<file path="config.mk">
export PLATFORM = sky130hd
export DESIGN_NAME = fpu_frbus_retire_flat
export DESIGN_NICKNAME = d
export VERILOG_FILES = /design/src/rtl/fpu_frbus_retire_if.sv /design/src/rtl/fpu_frbus_retire.sv /design/src/flat_wrapper.sv
export SDC_FILE = /design/constraint.sdc
export NUM_CORES = 1
export LEC_CHECK = 0
export ABC_AREA = 1
export CORE_MARGIN = 4
export CORE_UTILIZATION = 45
export CTS_CLUSTER_DIAMETER = 120
export DETAILED_ROUTE_END_ITERATION = 8
export HOLD_SLACK_MARGIN = 0.1
export PLACE_DENSITY = 0.7
export SLEW_MARGIN = 20
export SYNTH_ARGS = -nofsm -noshare
export SYNTH_HDL_FRONTEND = slang
export SYNTH_SLANG_ARGS = --single-unit
</file>
<file path="constraint.sdc">
create_clock -name forever_cpuclk -period 6 [get_ports forever_cpuclk]
set_input_delay 1.8 -clock forever_cpuclk [delete_from_list [all_inputs] [get_ports forever_cpuclk]]
set_output_delay 1.8 -clock forever_cpuclk [all_outputs]
set_load 0.01 [all_outputs]
</file>
<file path="src/rtl/fpu_frbus_retire_if.sv">
// FPU result bus: producer pushes, register-file writeback and fflags CSR.
// slave is the retire block, master is the surrounding environment.
interface fpu_frbus_retire_if #(
   parameter int DATA_W = 32,
   parameter int REG_AW = 5
) ();
   logic              dp_frbus_ex2_vld;
   logic [DATA_W-1:0] dp_frbus_ex2_data;
   logic [4:0]        dp_frbus_ex2_fflags;
   logic [REG_AW-1:0] dp_frbus_ex2_rd;
   logic              frbus_dp_stall;
   logic              fdsu_frbus_vld;
   logic [DATA_W-1:0] fdsu_frbus_data;
   logic [4:0]        fdsu_frbus_fflags;
   logic [REG_AW-1:0] fdsu_frbus_rd;
   logic              frbus_fdsu_rdy;
   logic              frbus_rf_wb_vld;
   logic [DATA_W-1:0] frbus_rf_wb_data;
   logic [REG_AW-1:0] frbus_rf_wb_rd;
   logic              rf_frbus_wb_rdy;
   logic              csr_fflags_wen;
   logic [4:0]        csr_fflags_wdata;
   logic [4:0]        frbus_csr_fflags;
   logic              frbus_ovfl_err;

   modport slave (
      input  dp_frbus_ex2_vld, dp_frbus_ex2_data,
      input  dp_frbus_ex2_fflags, dp_frbus_ex2_rd,
      output frbus_dp_stall,
      input  fdsu_frbus_vld, fdsu_frbus_data,
      input  fdsu_frbus_fflags, fdsu_frbus_rd,
      output frbus_fdsu_rdy,
      output frbus_rf_wb_vld, frbus_rf_wb_data, frbus_rf_wb_rd,
      input  rf_frbus_wb_rdy,
      input  csr_fflags_wen, csr_fflags_wdata,
      output frbus_csr_fflags, frbus_ovfl_err
   );

   modport master (
      output dp_frbus_ex2_vld, dp_frbus_ex2_data,
      output dp_frbus_ex2_fflags, dp_frbus_ex2_rd,
      input  frbus_dp_stall,
      output fdsu_frbus_vld, fdsu_frbus_data,
      output fdsu_frbus_fflags, fdsu_frbus_rd,
      input  frbus_fdsu_rdy,
      input  frbus_rf_wb_vld, frbus_rf_wb_data, frbus_rf_wb_rd,
      output rf_frbus_wb_rdy,
      output csr_fflags_wen, csr_fflags_wdata,
      input  frbus_csr_fflags, frbus_ovfl_err
   );
endinterface

</file>
<file path="src/rtl/fpu_frbus_retire.sv">
// FPU result-bus retire: in-order result FIFO feeding the FP regfile
// write port, with sticky fflags accrual at retirement.
module fpu_frbus_retire #(
   parameter int DATA_W = 32,
   parameter int REG_AW = 5,
   parameter int DEPTH  = 4
) (
   input logic          forever_cpuclk,
   input logic          cpurst_b,
   fpu_frbus_retire_if.slave bus
);
   localparam int PW = $clog2(DEPTH);
   localparam int EW = DATA_W + 5 + REG_AW;
   localparam logic [PW:0] FULL_CNT = (PW+1)'(DEPTH);

   logic [EW-1:0] mem_q [DEPTH];
   logic [PW-1:0] rd_ptr_q, rd_ptr_d;
   logic [PW-1:0] wr_ptr_q, wr_ptr_d;
   logic [PW:0]   cnt_q, cnt_d;
   logic [4:0]    fflags_q, fflags_d;
   logic          ovfl_q, ovfl_d;

   logic          wb_vld, full, pop, room;
   logic          dp_push, fdsu_rdy, push;
   logic [EW-1:0] head, push_ent;
   logic [4:0]    csr_base, ret_flags;

   always_comb begin
      wb_vld    = (cnt_q != '0);
      full      = (cnt_q == FULL_CNT);
      head      = mem_q[rd_ptr_q];
      pop       = wb_vld & bus.rf_frbus_wb_rdy;
      // A pop frees the slot this cycle, so a full FIFO can still accept.
      room      = !full | pop;
      dp_push   = bus.dp_frbus_ex2_vld & room;
      fdsu_rdy  = bus.fdsu_frbus_vld & !bus.dp_frbus_ex2_vld & room;
      push      = dp_push | fdsu_rdy;
      push_ent  = bus.dp_frbus_ex2_vld
                ? {bus.dp_frbus_ex2_data, bus.dp_frbus_ex2_fflags,
                   bus.dp_frbus_ex2_rd}
                : {bus.fdsu_frbus_data, bus.fdsu_frbus_fflags,
                   bus.fdsu_frbus_rd};
      rd_ptr_d  = pop  ? rd_ptr_q + PW'(1) : rd_ptr_q;
      wr_ptr_d  = push ? wr_ptr_q + PW'(1) : wr_ptr_q;
      cnt_d     = cnt_q + (PW+1)'(push) - (PW+1)'(pop);
      csr_base  = bus.csr_fflags_wen ? bus.csr_fflags_wdata : fflags_q;
      ret_flags = pop ? head[REG_AW +: 5] : 5'b0;
      fflags_d  = csr_base | ret_flags;
      ovfl_d    = ovfl_q | (bus.dp_frbus_ex2_vld & !room);
   end

   always_ff @(posedge forever_cpuclk) begin
      if (!cpurst_b) begin
         rd_ptr_q <= '0;
         wr_ptr_q <= '0;
         cnt_q    <= '0;
         fflags_q <= '0;
         ovfl_q   <= 1'b0;
      end else begin
         rd_ptr_q <= rd_ptr_d;
         wr_ptr_q <= wr_ptr_d;
         cnt_q    <= cnt_d;
         fflags_q <= fflags_d;
         ovfl_q   <= ovfl_d;
      end
   end

   // Storage is not reset; count gates visibility of stale entries.
   always_ff @(posedge forever_cpuclk) begin
      if (push) mem_q[wr_ptr_q] <= push_ent;
   end

   assign bus.frbus_dp_stall   = full;
   assign bus.frbus_fdsu_rdy   = fdsu_rdy;
   assign bus.frbus_rf_wb_vld  = wb_vld;
   assign bus.frbus_rf_wb_data = wb_vld ? head[EW-1 -: DATA_W] : '0;
   assign bus.frbus_rf_wb_rd   = wb_vld ? head[REG_AW-1:0] : '0;
   assign bus.frbus_csr_fflags = fflags_q;
   assign bus.frbus_ovfl_err   = ovfl_q;
endmodule
</file>
<file path="src/flat_wrapper.sv">
// flat-port wrapper written by rule: the top's interface ports become plain ports
module fpu_frbus_retire_flat 
#(
   parameter int DATA_W = 32,
   parameter int REG_AW = 5,
   parameter int DEPTH  = 4
)
  (forever_cpuclk, cpurst_b, bus_dp_frbus_ex2_vld, bus_dp_frbus_ex2_data, bus_dp_frbus_ex2_fflags, bus_dp_frbus_ex2_rd, bus_frbus_dp_stall, bus_fdsu_frbus_vld, bus_fdsu_frbus_data, bus_fdsu_frbus_fflags, bus_fdsu_frbus_rd, bus_frbus_fdsu_rdy, bus_frbus_rf_wb_vld, bus_frbus_rf_wb_data, bus_frbus_rf_wb_rd, bus_rf_frbus_wb_rdy, bus_csr_fflags_wen, bus_csr_fflags_wdata, bus_frbus_csr_fflags, bus_frbus_ovfl_err);
  fpu_frbus_retire_if #(.DATA_W(DATA_W), .REG_AW(REG_AW)) bus_i ();
  input logic forever_cpuclk;
  input logic cpurst_b;
  input wire logic [$bits(bus_i.dp_frbus_ex2_vld)-1:0] bus_dp_frbus_ex2_vld;
  input wire logic [$bits(bus_i.dp_frbus_ex2_data)-1:0] bus_dp_frbus_ex2_data;
  input wire logic [$bits(bus_i.dp_frbus_ex2_fflags)-1:0] bus_dp_frbus_ex2_fflags;
  input wire logic [$bits(bus_i.dp_frbus_ex2_rd)-1:0] bus_dp_frbus_ex2_rd;
  output wire logic [$bits(bus_i.frbus_dp_stall)-1:0] bus_frbus_dp_stall;
  input wire logic [$bits(bus_i.fdsu_frbus_vld)-1:0] bus_fdsu_frbus_vld;
  input wire logic [$bits(bus_i.fdsu_frbus_data)-1:0] bus_fdsu_frbus_data;
  input wire logic [$bits(bus_i.fdsu_frbus_fflags)-1:0] bus_fdsu_frbus_fflags;
  input wire logic [$bits(bus_i.fdsu_frbus_rd)-1:0] bus_fdsu_frbus_rd;
  output wire logic [$bits(bus_i.frbus_fdsu_rdy)-1:0] bus_frbus_fdsu_rdy;
  output wire logic [$bits(bus_i.frbus_rf_wb_vld)-1:0] bus_frbus_rf_wb_vld;
  output wire logic [$bits(bus_i.frbus_rf_wb_data)-1:0] bus_frbus_rf_wb_data;
  output wire logic [$bits(bus_i.frbus_rf_wb_rd)-1:0] bus_frbus_rf_wb_rd;
  input wire logic [$bits(bus_i.rf_frbus_wb_rdy)-1:0] bus_rf_frbus_wb_rdy;
  input wire logic [$bits(bus_i.csr_fflags_wen)-1:0] bus_csr_fflags_wen;
  input wire logic [$bits(bus_i.csr_fflags_wdata)-1:0] bus_csr_fflags_wdata;
  output wire logic [$bits(bus_i.frbus_csr_fflags)-1:0] bus_frbus_csr_fflags;
  output wire logic [$bits(bus_i.frbus_ovfl_err)-1:0] bus_frbus_ovfl_err;
  assign bus_i.dp_frbus_ex2_vld = bus_dp_frbus_ex2_vld;
  assign bus_i.dp_frbus_ex2_data = bus_dp_frbus_ex2_data;
  assign bus_i.dp_frbus_ex2_fflags = bus_dp_frbus_ex2_fflags;
  assign bus_i.dp_frbus_ex2_rd = bus_dp_frbus_ex2_rd;
  assign bus_frbus_dp_stall = bus_i.frbus_dp_stall;
  assign bus_i.fdsu_frbus_vld = bus_fdsu_frbus_vld;
  assign bus_i.fdsu_frbus_data = bus_fdsu_frbus_data;
  assign bus_i.fdsu_frbus_fflags = bus_fdsu_frbus_fflags;
  assign bus_i.fdsu_frbus_rd = bus_fdsu_frbus_rd;
  assign bus_frbus_fdsu_rdy = bus_i.frbus_fdsu_rdy;
  assign bus_frbus_rf_wb_vld = bus_i.frbus_rf_wb_vld;
  assign bus_frbus_rf_wb_data = bus_i.frbus_rf_wb_data;
  assign bus_frbus_rf_wb_rd = bus_i.frbus_rf_wb_rd;
  assign bus_i.rf_frbus_wb_rdy = bus_rf_frbus_wb_rdy;
  assign bus_i.csr_fflags_wen = bus_csr_fflags_wen;
  assign bus_i.csr_fflags_wdata = bus_csr_fflags_wdata;
  assign bus_frbus_csr_fflags = bus_i.frbus_csr_fflags;
  assign bus_frbus_ovfl_err = bus_i.frbus_ovfl_err;
  fpu_frbus_retire #(.DATA_W(DATA_W), .REG_AW(REG_AW), .DEPTH(DEPTH)) u_core (.forever_cpuclk(forever_cpuclk), .cpurst_b(cpurst_b), .bus(bus_i));
endmodule
</file>
After elaboration in Yosys (flattened, before gate mapping)
Memory sizes are Yosys's and may differ from the RTL's. A register that Yosys moved wholly into a read port is not among the register bits. Cells that the tools add are included.

Register bits: 13. RAM bits: 168. Memories kept: 1. Output and inout bits: 46.

Memories: u_core.mem_q (words 4, width 42, read ports 1, clocked after Yosys merged registers in 1, write ports 1, RTL line fpu_frbus_retire.sv:16) `logic [EW-1:0] mem_q [DEPTH];`.

Bitwise operators: 9. Equality and inequality tests: 1. Mux-type cells: 9. Reduce and logical (&&, ||, !) cells: 4. $add $sub $neg: 4.

Operator list (count): two-way mux 42 bit (1); two-way mux 32 bit (1); two-way mux 5 bit (3); bitwise AND 1 bit (5); bitwise OR 5 bit (1); adder 2 x 1 -> 2 bit (second input constant) (2); two-way mux 2 bit (2); adder 3 x 1 -> 3 bit (1); == test 3 bit (second input constant) (1); zero test 1 bit (3); bitwise OR 1 bit (3); nonzero test 3 bit (1); subtractor 3 x 1 -> 3 bit (1); two-way mux 1 bit (2).

Longest topological paths before layout
Gate-level depths: netlist (run 1).

Depth in word-level cells: 7. Depth in mapped cells: 12.

Worst setup path after synthesis (run 1)
OpenSTA, ideal clock, no wires.

Path type: in2reg. Start: in bus_dp_frbus_ex2_vld. End: mem u_core.mem_q[0][0] (netlist name) (enable). Required time: 5.558 ns. Stages on the path: 4. Data arrival time: 3.989 ns. Setup slack: 1.570 ns. Cell sequence: buf_2 > or2_2 > nand2_1 > nor2_1.

Cells in the longest elaborated chain, start to end: 6. Elaborated cells between the ends (all ways): 7. Classes of those cells: mux: 2; bitwise: 4; reduce/logical: 1.

Ends and longest elaborated chain: from (decl) (RTL line flat_wrapper.sv:12) `input wire logic [$bits(bus_i.dp_frbus_ex2_vld)-1:0] bus_dp_frbus_ex2_vld;`; zero test 1 bit (RTL line fpu_frbus_retire.sv:36) `fdsu_rdy = bus.fdsu_frbus_vld & !bus.dp_frbus_ex2_vld & room;`; bitwise AND 1 bit (2 in a row) (RTL line fpu_frbus_retire.sv:36); bitwise OR 1 bit * (RTL line fpu_frbus_retire.sv:37) `push = dp_push | fdsu_rdy;`; two-way mux 1 bit * (RTL line fpu_frbus_retire.sv:70) `if (push) mem_q[wr_ptr_q] <= push_ent;`; two-way mux 1 bit (implied by the code) * (RTL line fpu_frbus_retire.sv:70); to (decl) (RTL line fpu_frbus_retire.sv:16).

Every way passes the cells marked *; elsewhere a longest branch is shown, timed or not.

Worst setup path in the final report (run 1)
Start: in bus_rf_frbus_wb_rdy. End: out bus_frbus_fdsu_rdy.

Cells in the longest elaborated chain, start to end: 3.

Ends and longest elaborated chain: from (decl) (RTL line flat_wrapper.sv:25) `input wire logic [$bits(bus_i.rf_frbus_wb_rdy)-1:0] bus_rf_frbus_wb_rdy;`; bitwise AND 1 bit (RTL line fpu_frbus_retire.sv:32) `pop = wb_vld & bus.rf_frbus_wb_rdy;`; bitwise OR 1 bit (RTL line fpu_frbus_retire.sv:34) `room = !full | pop;`; bitwise AND 1 bit (RTL line fpu_frbus_retire.sv:36); to (decl) (RTL line flat_wrapper.sv:21) `output wire logic [$bits(bus_i.frbus_fdsu_rdy)-1:0] bus_frbus_fdsu_rdy;`.

Every way passes these cells.

==> qor.csv, run 1 <==
metric,value,unit
status,"complete, no violations",
Vias,5389,
clk slew on worst S/H paths,0.07,ns
drt drc,0,
largest area contributor in the netlist,edfxtp_1,
starting density of the core,46.4,%
Compound-Gate Fraction of Synth Area,7.85,%
post-route minimum period,5.01,ns
post-synthesis mux area share,0.641,%
Sink Count,183,
Final setup viols,0,
Post-synth ARST share,0,%
Hold Crit Depth,1,
post-route clock period utilization,83.4,%
DR pass1 iterations,5,
initial antenna violation count,0,
Synth Area in XOR/XNOR,0.224,%
top_reg_cell synth,edfxtp_1,
net count after synthesis,844,
Die Span Y,140,um
GP Congestion,0.764,
Worst R2R Setup Slack,3.46,ns
Syn Inst Count,742,
max_slew headroom,39.0,%
H-tree depth,4,
mean post-synth cell area,10.5,um^2
first-pass GRT wire length,26300,um
critical path startpoint category,input pin,
die area,19500,um^2
CP endpoint,bus_frbus_fdsu_rdy,
total grt overflow,0,
layout cell share with drive strength beyond 1,5.88,%
"FF+latch count, synth",183,
pwr dens,412,nW/um^2
Post-CTS Setup Inserts,0,
max-slew violation count,0,
main combinational cell family by area after synthesis,simple AND/OR/NAND/NOR gates,
YS warnings,0,
Wirelength per Cell,15.2,um
Setup Skew,0.0145,ns
Critical Path Sink Type,primary output,
"top cells by area, synth","edfxtp_1 (65%), nand2_1 (7.9%), nor2_1 (7.6%), dfxtp_1 (3.8%), a21oi_1 (2.9%)",
CP max-delay cell,clkdlybuf4s50_1,
hold buffer count at cts,0,
Synth cell types,27,
DRT iter0 DRCs,461,
setup_tns,0,ns
Skew-Pair Late Insertion Delay,0.43,ns
Critical Path AT,3.21,ns
I/O Pins,141,
largest net degree at the start of global routing,85,
crit-path cells,clkdlybuf4s50_1 -> inv_1 -> nand4_1 -> nand3_1 -> inv_1 -> clkdlybuf4s50_1,
post-synth top area share,64.6,%
Worst EP required,4.20,ns
Post-synth EDFFs,168,
terminus of the critical flop-to-flop path,u_core.mem_q[1][6],
fin cells,1104,
Chip Width,140,um
synthesis-to-finish area growth,27.9,%
CTS tree,built,
post-CTS sizing,0,
most common library cells after synthesis,"edfxtp_1 (168), nand2_1 (165), nor2_1 (159)",
highest clock rate,200,MHz
Simple-Gate Fraction of Synth Area,16.7,%
slew of the pin with the lowest slew margin,0.914,ns
Syn Std Cell Area,7810,um^2
RSZ-0062 raised after global routing,no,
vias in the first global route,5007,
max-cap violations,0,
adder-cell area share of the yosys netlist,1.22,%
placed cell count,1072,
Critical Path Start,bus_rf_frbus_wb_rdy,
IO Port Bufs,140,
via-per-instance ratio,4.88,
# rows,47,
Max rail drop VDD,0.000227,V
most common cell in the netlist,edfxtp_1,
Multi-input gate area,2110,um^2
TritonCTS Buffers,17,
worst stage delay on the critical path,0.52,ns
DP Wirelength,9960,um
FF-to-FF path depth,5,
Hold Fails Final Rpt,0,
Fillers,1414,
Reg-to-Reg Start,u_core.cnt_q[1],
Final ANT Viol Nets,0,
Min Hold Slack,0.470,ns
sequential area share after synthesis,68.4,%
Min-Delay Path Class,reg2reg,
core area,16800,um^2
CP Class,in2out,
Ant. Diodes,0,
Root Driver,clkbuf_16,
clk buf depth,2,
final wirelength,16800,um
nets,973,
"Max FO, Critical Path",7,
GR Util All Layers,17.1,%
FF/Latch Area,5350,um^2
Static Leak,0.00383,uW
-- kinds of logic after synthesis --
family          Yosys count
simple gates            341
flops                   183
compound gates          122
buf+inv                  82
fa+ha+maj                 7
mux                       5
xor+xnor                  2
-- cells in the final DEF, fill, tap and decap left out, types with 2 or more instances in the layout --
cell	instances
buf_4	10
nand2_1	165
inv_1	37
clkbuf_16	17
o21ai_1	40
clkinv_2	2
bufinv_16	4
o21ai_0	35
dfxtp_2	2
clkinv_1	2
clkdlybuf4s50_1	139
dfxtp_1	13
nor2_1	155
inv_6	5
ha_1	6
a21oi_1	46
nand3_1	13
inv_2	4
nor2_4	4
edfxtp_1	168
clkinv_4	2
mux2i_1	5
-- layout make-up --
cell class | count | area share, %
Inverter | 42 | 1.58
Clock buffer | 18 | 4.30
Tap cell | 220 | 2.76
Timing Repair Buffer | 150 | 14.7
Multi-Input combinational cell | 477 | 21.1
Clock inverter | 14 | 1.95
Sequential cell | 183 | 53.5
-- state kept, by name (all words and copies together), names as in the netlist, named ones only --
name and cells:
u_core.bus.frbus_csr_fflags 5, u_core.bus.frbus_ovfl_err 1, u_core.cnt_q 3, u_core.mem_q 168
u_core.rd_ptr_q 2, u_core.wr_ptr_q 2
-- metal layers --
layer | track usage [%] | up-vias | wire [um]
met1 | 22.6 | 2501 | 7470
met3 | 4.46 | 9 | 949
met4 | 4.08 | 0 | 125
li1 | - | 2740 | -
met5 | 0 | - | 0
met2 | 28.4 | 139 | 8230
-- stage by stage --
stage | setup slack (ns) | total power [uW] | util, % | instance area, um^2
final | 0.995 | 4120 | 59.4 | 9990
after global routing | 0.913 | 4340 | 59.4 | 9990
after CTS | 1.00 | 4150 | 59.4 | 9990
after detailed placement | 1.01 | 2990 | 55.7 | 9360
after global placement | 1.01 | 2980 | 55.7 | 9360
after floorplan | 1.57 | 2410 | - | 7810
-- where the power goes --
part	internal, uW	switching, uW
registers	1610	50.4
clock network	702	462
logic	544	745
-- worst max-delay path: cells and delay by family --
kind	cells	cell delay [ns]
buffers and inverters	4	1.12
and+or+nand+nor	2	0.28
-- worst min path at each step --
stage | startpoint | endpoint | slack, ns
2_1_floorplan | u_core.rd_ptr_q[1] | register | 0.47
3_3_place_gp | u_core.bus.frbus_ovfl_err | u_core.bus.frbus_ovfl_err | 0.45
3_5_place_dp | u_core.bus.frbus_ovfl_err | u_core.bus.frbus_ovfl_err | 0.47
4_1_cts | u_core.bus.frbus_ovfl_err | u_core.bus.frbus_ovfl_err | 0.48
5_1_grt | u_core.bus.frbus_ovfl_err | u_core.bus.frbus_ovfl_err | 0.50
6_report | u_core.bus.frbus_ovfl_err | u_core.bus.frbus_ovfl_err | 0.47
No activity file was read; power rests on OpenSTA's default activity.
==> inputs of run 2 (changes only) <==
==> constraint.sdc (replaced) <==
create_clock -name forever_cpuclk -period 5.1 [get_ports forever_cpuclk]
set_input_delay 1.53 -clock forever_cpuclk [delete_from_list [all_inputs] [get_ports forever_cpuclk]]
set_output_delay 1.53 -clock forever_cpuclk [all_outputs]
set_load 0.01 [all_outputs]
==> qor.csv, run 2 (synthesis gave the netlist of run 1 again) <==
metric,value,unit,change
FF-to-FF path depth,5,,unchanged
Hold Path Origin,u_core.bus.frbus_ovfl_err,,unchanged
Wirelength per Cell,15.4,um,was 15.2 um
Static Leak,0.00380,uW,was 0.00383 uW
setup_tns,0,ns,unchanged
Vias,5416,,was 5389
Critical Path Sink Type,primary output,,unchanged
synthesis-to-finish area growth,27.5,%,was 27.9%
Hold Crit Depth,1,,unchanged
Worst EP required,3.57,ns,was 4.20 ns
nets,974,,was 973
TritonCTS Buffers,17,,unchanged
"most common cell after layout, fill and taps aside",edfxtp_1,,unchanged
Reg with most FFs,u_core.mem_q,,unchanged
largest net degree at the start of global routing,85,,unchanged
Ant. Diodes,0,,unchanged
max_slew headroom,36.7,%,was 39.0%
placed cell count,1073,,was 1072
drt drc,0,,unchanged
via-per-instance ratio,4.91,,was 4.88
pwr dens,479,nW/um^2,was 412 nW/um^2
max-cap violations,0,,unchanged
Final setup viols,0,,unchanged
fin cells,1104,,unchanged
crit path buf inv count,4,,unchanged
WHS Endpoint,u_core.bus.frbus_ovfl_err,,unchanged
Min-Delay Path Class,reg2reg,,unchanged
IO Port Bufs,140,,unchanged
Root Driver,clkbuf_16,,unchanged
Reg-to-Reg Start,u_core.cnt_q[1],,unchanged
layout cell share with drive strength beyond 1,5.66,%,was 5.88%
DRT iter0 DRCs,285,,was 461
CP max-delay cell,clkdlybuf4s50_1,,unchanged
Sink Count,183,,unchanged
clk slew on worst S/H paths,0.06,ns,was 0.07 ns
slew of the pin with the lowest slew margin,0.950,ns,was 0.914 ns
initial antenna violation count,0,,unchanged
H-tree depth,4,,unchanged
# rows,47,,unchanged
vias in the first global route,5102,,was 5007
most frequent cells in the layout,"edfxtp_1 (168), nand2_1 (165), nor2_1 (155)",,unchanged
GR Util All Layers,17.4,%,was 17.1%
"Max FO, Critical Path",7,,unchanged
Max rail drop VDD,0.000343,V,was 0.000227 V
CTS tree,built,,unchanged
highest clock rate,225,MHz,
status,"complete, no violations",,unchanged
clk buf depth,2,,unchanged
Hold Fails Final Rpt,0,,unchanged
Final ANT Viol Nets,0,,unchanged
Worst R2R Setup Slack,2.99,ns,was 3.46 ns
Setup Skew,0.00792,ns,was 0.0145 ns
critical path startpoint category,input pin,,unchanged
die area,19500,um^2,unchanged
Die Span Y,140,um,unchanged
post-route minimum period,4.45,ns,
Chip Width,140,um,unchanged
CP top delay family,buffers and inverters,,unchanged
core area,16800,um^2,unchanged
final wirelength,17000,um,was 16800 um
CP Class,in2out,,unchanged
first-pass GRT wire length,26600,um,was 26300 um
total grt overflow,0,,unchanged
RSZ-0062 raised after global routing,no,,unchanged
Critical Path AT,2.92,ns,was 3.21 ns
post-route clock period utilization,87.3,%,
Post-CTS Setup Inserts,0,,unchanged
GP Congestion,0.749,,was 0.764
worst stage delay on the critical path,0.52,ns,about the same
hold buffer count at cts,0,,unchanged
terminus of the critical flop-to-flop path,u_core.mem_q[1][15],,was u_core.mem_q[1][6]
I/O Pins,141,,unchanged
DP Wirelength,9530,um,was 9960 um
crit-path cells,clkdlybuf4s50_1 -> inv_1 -> nand4_1 -> nand3_1 -> inv_1 -> clkdlybuf4s50_1,,unchanged
post-CTS sizing,0,,unchanged
Skew-Pair Late Insertion Delay,0.42,ns,was 0.43 ns
starting density of the core,46.4,%,unchanged
DR pass1 iterations,4,,was 5
number of flip-flops in the largest register,168,,unchanged
Fillers,1395,,was 1414
max-slew violation count,0,,unchanged
[run 2: worst reg2reg max path, stage by stage (launching register included)]
cell and delay (ns):
dfxtp_1 0.40, inv_1 0.09, nand4_1 0.22, nand2_1 0.30, nor2_4 0.15, buf_4 0.56
[run 2: report_power, final]
group	internal (uW)	total, uW	switching (uW)
registers	1900	1960	59.5
clock network	767	1280	517
logic	644	1530	884
[run 2: how the worst max path moves through the flow]
| stage | from | to | slack [ns] | depth (start not counted) |
|---|---|---|---|---|
| 6_report | bus_rf_frbus_wb_rdy | bus_frbus_fdsu_rdy | 0.65 | 6 |
| 5_1_grt | bus_rf_frbus_wb_rdy | bus_frbus_fdsu_rdy | 0.53 | 6 |
| 4_1_cts | bus_rf_frbus_wb_rdy | bus_frbus_fdsu_rdy | 0.64 | 6 |
| 3_5_place_dp | bus_rf_frbus_wb_rdy | bus_frbus_fdsu_rdy | 0.64 | 6 |
| 3_3_place_gp | bus_rf_frbus_wb_rdy | bus_frbus_fdsu_rdy | 0.66 | 6 |
| 2_1_floorplan | bus_dp_frbus_ex2_vld | u_core.mem_q[0][0] | 0.94 | 4 |
[run 2: final cells by class]
type | count | area (um^2) | share of cell area [%]
clock buffers | 19 | 433 | 4.35
clock inverters | 12 | 151 | 1.52
inverters | 42 | 158 | 1.58
multi-input cells | 477 | 2110 | 21.2
flip-flops and latches | 183 | 5350 | 53.7
well taps | 220 | 275 | 2.76
repair buffers | 151 | 1480 | 14.9
[run 2: layer usage]
| metal | track usage, % | wire, um |
|---|---|---|
| met3 | 3.74 | 1060 |
| met4 | 6.58 | 248 |
| met1 | 21.7 | 7260 |
| met5 | 0 | 0 |
| met2 | 29.9 | 8430 |
[run 2: metrics by stage]
| step | instance area, um^2 | power [uW] | hold slack (ns) | setup slack, ns | utilization, % |
|---|---|---|---|---|---|
| 2_1_floorplan | 7810 | 2830 | 0.469 | 0.940 | - |
| 3_3_place_gp | 9370 | 3510 | 0.451 | 0.658 | 55.7 |
| 3_5_place_dp | 9370 | 3530 | 0.464 | 0.639 | 55.7 |
| 4_1_cts | 9960 | 4820 | 0.479 | 0.636 | 59.2 |
| 5_1_grt | 9960 | 5040 | 0.520 | 0.531 | 59.2 |
| 6_report | 9960 | 4770 | 0.476 | 0.646 | 59.2 |
